File: src/rtl/uart_tx_arbiter_if.sv
// Handshake bundle between the byte producers, the TX arbiter and the UART TX controller.
// The master modport is the arbiter's view; the slave modport is the producer/TX-controller view.
interface uart_tx_arbiter_if #(
    parameter int NUM_REQ = 4,
    parameter int IDW     = (NUM_REQ > 1) ? $clog2(NUM_REQ) : 1
);
    logic [NUM_REQ-1:0]   i_Req_Valid;
    logic [8*NUM_REQ-1:0] i_Req_Byte;
    logic [NUM_REQ-1:0]   o_Req_Grant;
    logic [IDW-1:0]       o_Grant_Id;
    logic [7:0]           o_Tx_Byte;
    logic                 o_Tx_Ready;
    logic                 i_Tx_Active;
    logic                 i_Tx_Done;
    logic                 o_Busy;

    modport master (
        input  i_Req_Valid, i_Req_Byte, i_Tx_Active, i_Tx_Done,
        output o_Req_Grant, o_Grant_Id, o_Tx_Byte, o_Tx_Ready, o_Busy
    );

    modport slave (
        output i_Req_Valid, i_Req_Byte, i_Tx_Active, i_Tx_Done,
        input  o_Req_Grant, o_Grant_Id, o_Tx_Byte, o_Tx_Ready, o_Busy
    );
endinterface

File: src/rtl/uart_tx_arbiter.sv
// Round-robin arbiter sharing one UART TX controller among NUM_REQ byte producers.
// Optional feature: define UART_ARB_PRIORITY_EN to make requester 0 strict high priority.
module uart_tx_arbiter #(
    parameter  int NUM_REQ      = 4,
    parameter  int GUARD_CYCLES = 0,
    localparam int IDW          = (NUM_REQ > 1) ? $clog2(NUM_REQ) : 1
) (
    input  logic              clk,
    input  logic              reset,
    uart_tx_arbiter_if.master bus
);
    typedef enum logic [1:0] {IDLE, LOAD, WAIT_DONE, GUARD} state_e;

    localparam logic [7:0] GUARD_LOAD = (GUARD_CYCLES > 0) ? 8'(GUARD_CYCLES - 1) : 8'd0;

    state_e             state_q, state_d;
    logic [IDW-1:0]     rr_ptr_q, rr_ptr_d;
    logic [7:0]         guard_cnt_q, guard_cnt_d;
    logic               tx_active_prev_q, tx_done_prev_q;
    logic [NUM_REQ-1:0] grant_q, grant_d;
    logic [IDW-1:0]     grant_id_q, grant_id_d;
    logic [7:0]         tx_byte_q, tx_byte_d;
    logic               tx_ready_q, tx_ready_d;

    logic [NUM_REQ-1:0] scan_mask;
    logic [NUM_REQ-1:0] scan_req;
    logic [IDW-1:0]     cand;
    logic [IDW-1:0]     win_idx;
    logic [IDW-1:0]     win_ptr;
    logic               active_rise;
    logic               done_rise;

    assign active_rise = bus.i_Tx_Active & ~tx_active_prev_q;
    assign done_rise   = bus.i_Tx_Done & ~tx_done_prev_q;

    // Scan from the far end back toward rr_ptr so the last hit is the first in round-robin order.
    always_comb begin
        scan_mask = '1;
`ifdef UART_ARB_PRIORITY_EN
        scan_mask[0] = 1'b0;
`endif
        scan_req = bus.i_Req_Valid & scan_mask;
        cand     = '0;
        win_idx  = '0;
        win_ptr  = rr_ptr_q;
        for (int i = NUM_REQ - 1; i >= 0; i--) begin
            cand = IDW'((int'(rr_ptr_q) + i) % NUM_REQ);
            if (scan_req[cand]) begin
                win_idx = cand;
                win_ptr = IDW'((int'(cand) + 1) % NUM_REQ);
            end
        end
`ifdef UART_ARB_PRIORITY_EN
        if (bus.i_Req_Valid[0]) begin
            win_idx = '0;
            win_ptr = rr_ptr_q;
        end
`endif
    end

    always_comb begin
        // NOTE: every signal gets a default before the case so no path leaves it unassigned (no latches).
        state_d     = state_q;
        rr_ptr_d    = rr_ptr_q;
        guard_cnt_d = guard_cnt_q;
        grant_d     = '0;
        grant_id_d  = grant_id_q;
        tx_byte_d   = tx_byte_q;
        tx_ready_d  = tx_ready_q;

        case (state_q)
            IDLE: begin
                if (|bus.i_Req_Valid) begin
                    grant_d[win_idx] = 1'b1;
                    grant_id_d       = win_idx;
                    tx_byte_d        = bus.i_Req_Byte[8*win_idx +: 8];
                    tx_ready_d       = 1'b1;
                    rr_ptr_d         = win_ptr;
                    state_d          = LOAD;
                end
            end
            LOAD: begin
                if (active_rise) begin
                    tx_ready_d = 1'b0;
                    state_d    = WAIT_DONE;
                end
            end
            WAIT_DONE: begin
                if (done_rise) begin
                    if (GUARD_CYCLES > 0) begin
                        guard_cnt_d = GUARD_LOAD;
                        state_d     = GUARD;
                    end else begin
                        state_d = IDLE;
                    end
                end
            end
            GUARD: begin
                if (guard_cnt_q == 8'd0) begin
                    state_d = IDLE;
                end else begin
                    guard_cnt_d = guard_cnt_q - 8'd1;
                end
            end
            default: state_d = IDLE;
        endcase
    end

    // NOTE: state uses non-blocking assignments so every register samples pre-edge values.
    always_ff @(posedge clk or posedge reset) begin
        if (reset) begin
            state_q          <= IDLE;
            rr_ptr_q         <= '0;
            guard_cnt_q      <= '0;
            tx_active_prev_q <= 1'b0;
            tx_done_prev_q   <= 1'b0;
            grant_q          <= '0;
            grant_id_q       <= '0;
            tx_byte_q        <= '0;
            tx_ready_q       <= 1'b0;
        end else begin
            state_q          <= state_d;
            rr_ptr_q         <= rr_ptr_d;
            guard_cnt_q      <= guard_cnt_d;
            tx_active_prev_q <= bus.i_Tx_Active;
            tx_done_prev_q   <= bus.i_Tx_Done;
            grant_q          <= grant_d;
            grant_id_q       <= grant_id_d;
            tx_byte_q        <= tx_byte_d;
            tx_ready_q       <= tx_ready_d;
        end
    end

    assign bus.o_Req_Grant = grant_q;
    assign bus.o_Grant_Id  = grant_id_q;
    assign bus.o_Tx_Byte   = tx_byte_q;
    assign bus.o_Tx_Ready  = tx_ready_q;
    assign bus.o_Busy      = (state_q != IDLE);
endmodule

File: src/flat_wrapper.sv
// flat-port wrapper written by rule: the top's interface ports become plain ports
module uart_tx_arbiter_flat 
#(
    parameter  int NUM_REQ      = 4,
    parameter  int GUARD_CYCLES = 0,
    localparam int IDW          = (NUM_REQ > 1) ? $clog2(NUM_REQ) : 1
)
  (clk, reset, bus_i_Req_Valid, bus_i_Req_Byte, bus_i_Tx_Active, bus_i_Tx_Done, bus_o_Req_Grant, bus_o_Grant_Id, bus_o_Tx_Byte, bus_o_Tx_Ready, bus_o_Busy);
  uart_tx_arbiter_if #(.NUM_REQ(NUM_REQ), .IDW((2))) bus_i ();
  input  logic clk;
  input  logic reset;
  input wire logic [$bits(bus_i.i_Req_Valid)-1:0] bus_i_Req_Valid;
  input wire logic [$bits(bus_i.i_Req_Byte)-1:0] bus_i_Req_Byte;
  input wire logic [$bits(bus_i.i_Tx_Active)-1:0] bus_i_Tx_Active;
  input wire logic [$bits(bus_i.i_Tx_Done)-1:0] bus_i_Tx_Done;
  output wire logic [$bits(bus_i.o_Req_Grant)-1:0] bus_o_Req_Grant;
  output wire logic [$bits(bus_i.o_Grant_Id)-1:0] bus_o_Grant_Id;
  output wire logic [$bits(bus_i.o_Tx_Byte)-1:0] bus_o_Tx_Byte;
  output wire logic [$bits(bus_i.o_Tx_Ready)-1:0] bus_o_Tx_Ready;
  output wire logic [$bits(bus_i.o_Busy)-1:0] bus_o_Busy;
  assign bus_i.i_Req_Valid = bus_i_Req_Valid;
  assign bus_i.i_Req_Byte = bus_i_Req_Byte;
  assign bus_i.i_Tx_Active = bus_i_Tx_Active;
  assign bus_i.i_Tx_Done = bus_i_Tx_Done;
  assign bus_o_Req_Grant = bus_i.o_Req_Grant;
  assign bus_o_Grant_Id = bus_i.o_Grant_Id;
  assign bus_o_Tx_Byte = bus_i.o_Tx_Byte;
  assign bus_o_Tx_Ready = bus_i.o_Tx_Ready;
  assign bus_o_Busy = bus_i.o_Busy;
  uart_tx_arbiter #(.NUM_REQ(NUM_REQ), .GUARD_CYCLES(GUARD_CYCLES)) u_core (.clk(clk), .reset(reset), .bus(bus_i));
endmodule
File: config.mk
export PLATFORM = sky130hd
export DESIGN_NAME = uart_tx_arbiter_flat
export DESIGN_NICKNAME = d
export VERILOG_FILES = /design/src/rtl/uart_tx_arbiter_if.sv /design/src/rtl/uart_tx_arbiter.sv /design/src/flat_wrapper.sv
export SDC_FILE = /design/constraint.sdc
export NUM_CORES = 1
export LEC_CHECK = 0
export CORE_MARGIN = 2
export CORE_UTILIZATION = 35
export DETAILED_ROUTE_END_ITERATION = 7
export PLACE_DENSITY_LB_ADDON = 0.2
export SLEW_MARGIN = 25
export SYNTH_ARGS = -nofsm -noshare
export SYNTH_HDL_FRONTEND = slang
export SYNTH_SLANG_ARGS = --single-unit
File: constraint.sdc
create_clock -name clk -period 1.6 [get_ports clk]
set_input_delay 0.32 -clock clk [delete_from_list [all_inputs] [get_ports clk]]
set_output_delay 0.32 -clock clk [all_outputs]
set_load 0.1 [all_outputs]
==> impl_metrics.py <==
metrics = {
    "outcome": {
        "outcome": "finished with violations",
        "violations": "setup timing",
    },
    "floorplanning": {
        "start_util_pct": 36.4,
        "fp.dieH_um": 71.2,
        "die_area_um2": 5080,
        "core-area_um2": 4350,
        "fp.dieW_um": 71.2,
        "rows": 24,
        "ioPinCount": 56,
    },
    "global_routing": {
        "overflow": 0,
        "antenna_found_initial": 0,
        "grt_start_max_net_pins": 30,
        "grt_pass1_vias": 1473,
        "track_usage_pct": 17.4,
        "grt_pass1_wl_um": 6730,
    },
    "worst_setup_path": {
        "slowest_stage": "dfrtp_2",
        "required_ns": 1.77,
        "crit_fanout": 8,
        "worst-setup-path-type": "register to register",
        "crit_buf_inv": 1,
        "crit_family": "multiplexers",
        "max_stage_delay_ns": 0.43,
        "end_kind": "register",
        "cp_cell_sequence": "mux2_4, o221ai_4, buf_12, mux2i_2, o2bb2ai_2, a21oi_2",
        "start_kind": "register",
        "cp.arrival_ns": 1.88,
    },
    "yosys": {
        "ys_top_cells_by_area": "dfrtp_1 (46%), mux2i_1 (10%), a21oi_2 (5.0%)",
        "synth_mux_area_share_pct": 11.1,
        "netlist_area_um2": 1580,
        "async_reset_ff_share_pct": 100,
        "synth-xor-area-share_pct": 3.87,
        "synth_seq_cells": 29,
        "synth_top_area_share_pct": 45.8,
        "synth_compound_area_share_pct": 18.1,
        "netlist.top_cell.by_area": "dfrtp_1",
        "post_synth.cell_area_avg_um2": 11.4,
        "synthAdderAreaFrac_pct": 1.58,
        "synth_cell_type_count": 39,
        "postSynthNetCount": 181,
        "synth_edf_count": 0,
        "synth_most_common_cell": "dfrtp_1",
        "ys.flop_type": "dfrtp_1",
        "synthSimpleGateAreaFrac_pct": 14.6,
        "synth_top_family_by_area": "compound AO/OA/AOI/OAI gates",
        "synth_common_cells": "dfrtp_1 (29), mux2i_1 (16), nor2_1 (10)",
        "ys_warn_count": 0,
        "ys_seq_area_share_pct": 45.8,
        "postSynthCellCount": 139,
    },
    "place": {
        "dp_hpwl_um": 3020,
        "place_congestion": 0.859,
        "port_buffers": 55,
        "place_area_um2": 2450,
        "pre_cts_ws_ns": -0.558,
        "placed_cells": 257,
    },
    "clocking": {
        "cts-root-buf": "clkbuf_8",
        "clock-sinks": 29,
        "clk_pin_slew_ns": 0.06,
        "cts_tree": "done",
        "hold_buffers": 0,
        "numCtsBuffers": 5,
        "clock_latency_ns": 0.29,
        "cts_buffer_depth": 2,
        "h-tree-depth": 2,
    },
    "cells_and_area": {
        "nets": 264,
        "diodes": 0,
        "fin_area_um2": 2790,
        "final_cells": 274,
        "postLayoutCoreUtil_pct": 64.0,
        "area_growth_pct": 76.1,
        "layout-drive-gt1-share_pct": 38.3,
    },
    "drt": {
        "vias": 1395,
        "viasPerCell": 5.09,
        "wl_um": 4200,
        "drt_pass1_iterations": 4,
        "postRouteAntennaNets": 0,
        "wl_per_cell_um": 15.3,
        "drc_errors": 0,
        "drt_iter0_drc": 87,
    },
    "hold_path": {
        "hp-class": "input port to async pin",
    },
    "sta": {
        "rsz0062_at_grt": "true",
        "fmax_mhz": 586,
        "tightest_slew_ns": 0.365,
        "slew_violations": 0,
        "fin_tns_setup_ns": -0.738,
        "period_share_pct": 107,
        "min_period_ns": 1.71,
        "hold_viol_final": 0,
        "whs_ns": 0.411,
        "finalSetupViolations": 8,
        "slew_headroom_pct": 75.7,
        "setup_ws_ns": -0.106,
        "finClkSkew_ns": 0.00350,
    },
    "power_and_ir_drop": {
        "power_density_nw_per_um2": 2000,
        "total_power_mw": 5.58,
        "peakVddDrop_mv": 1.07,
        "leakage_nw": 1.21,
    },
    "job": {
        "cap_violations": 0,
    },
}
-- layout by cell type, fill, tap and decap left out, types with 7 or more instances in the layout --
master           instances
a21oi_2                  8
buf_12                  18
buf_4                   18
clkdlybuf4s50_1         36
dfrtp_1                 27
inv_1                    7
mux2i_1                 11
nand2_1                  8
nor2_1                   8
o2bb2ai_1                7
-- worst reg2reg max path: cells and delay by family, from the launching register on --
| family | cells | cell delay [ns] |
|---|---|---|
| muxes | 2 | 0.55 |
| AOI/OAI and AO/OA | 3 | 0.42 |
| DFF | 1 | 0.43 |
| buffers and inverters | 1 | 0.18 |
-- path summary, 6_finish.rpt --
kind,startpoint,to,slack (ns),cells past startpoint
worst min register to register,u_core.guard_cnt_q[7],u_core.guard_cnt_q[7],0.49,1
min in group clk,u_core.guard_cnt_q[7],u_core.guard_cnt_q[7],0.49,1
max in group asynchronous,reset,u_core.rr_ptr_q[1],0.90,3
worst min-delay path,reset,u_core.bus.o_Grant_Id[1],0.41,3
worst max-delay path,u_core.rr_ptr_q[1],u_core.bus.o_Tx_Byte[3],-0.11,6
worst max register to register,u_core.rr_ptr_q[1],u_core.bus.o_Tx_Byte[3],-0.11,6
-- state kept, by name, summed over array words and instances, names as in the netlist --
register                 cells
u_core.bus.o_Tx_Byte         8
u_core.guard_cnt_q           8
u_core.bus.o_Req_Grant       4
u_core.bus.o_Grant_Id        2
u_core.rr_ptr_q              2
u_core.state_q               2
u_core.bus.o_Tx_Ready        1
u_core.tx_active_prev_q      1
u_core.tx_done_prev_q        1
-- cell type report --
cell class              instances  area, um2
fillers                       326       1570
multi-input cells             100        933
inverters                       8       33.8
clock inverters                 2       35.0
repair buffers                 78        923
well taps                      52       65.1
clock buffers                   5       68.8
flip-flops and latches         29        728
-- where the power goes --
group	leakage, nW	switching [mW]	internal [mW]
Clock	0.0540	0.278	0.452
Sequential	0.357	0.245	0.953
Combinational	0.796	2.14	1.52
Total	1.21	2.66	2.92
-- repair_timing --
item,4_1_cts,5_1_grt
pin swaps,6,6
gates resized for setup,17,14
buffers inserted,4,4
cloned,2,1
endpoints found under the setup margin,17,20
-- logic make-up after synthesis --
group,after synthesis
mux,17
fa+ha+maj,2
simple gates,38
xor+xnor,7
flops,29
compound gates,34
buf+inv,12
-- routing by layer --
metal | global-route usage, % | wire length, um | part of all wire [%]
met5 | 0 | 0 | 0
met4 | 6.92 | 63 | 1.5
met3 | 6.47 | 328 | 7.8
met2 | 29.3 | 2130 | 51
met1 | 20.0 | 1680 | 40
Power figures use the tool's default switching activity.
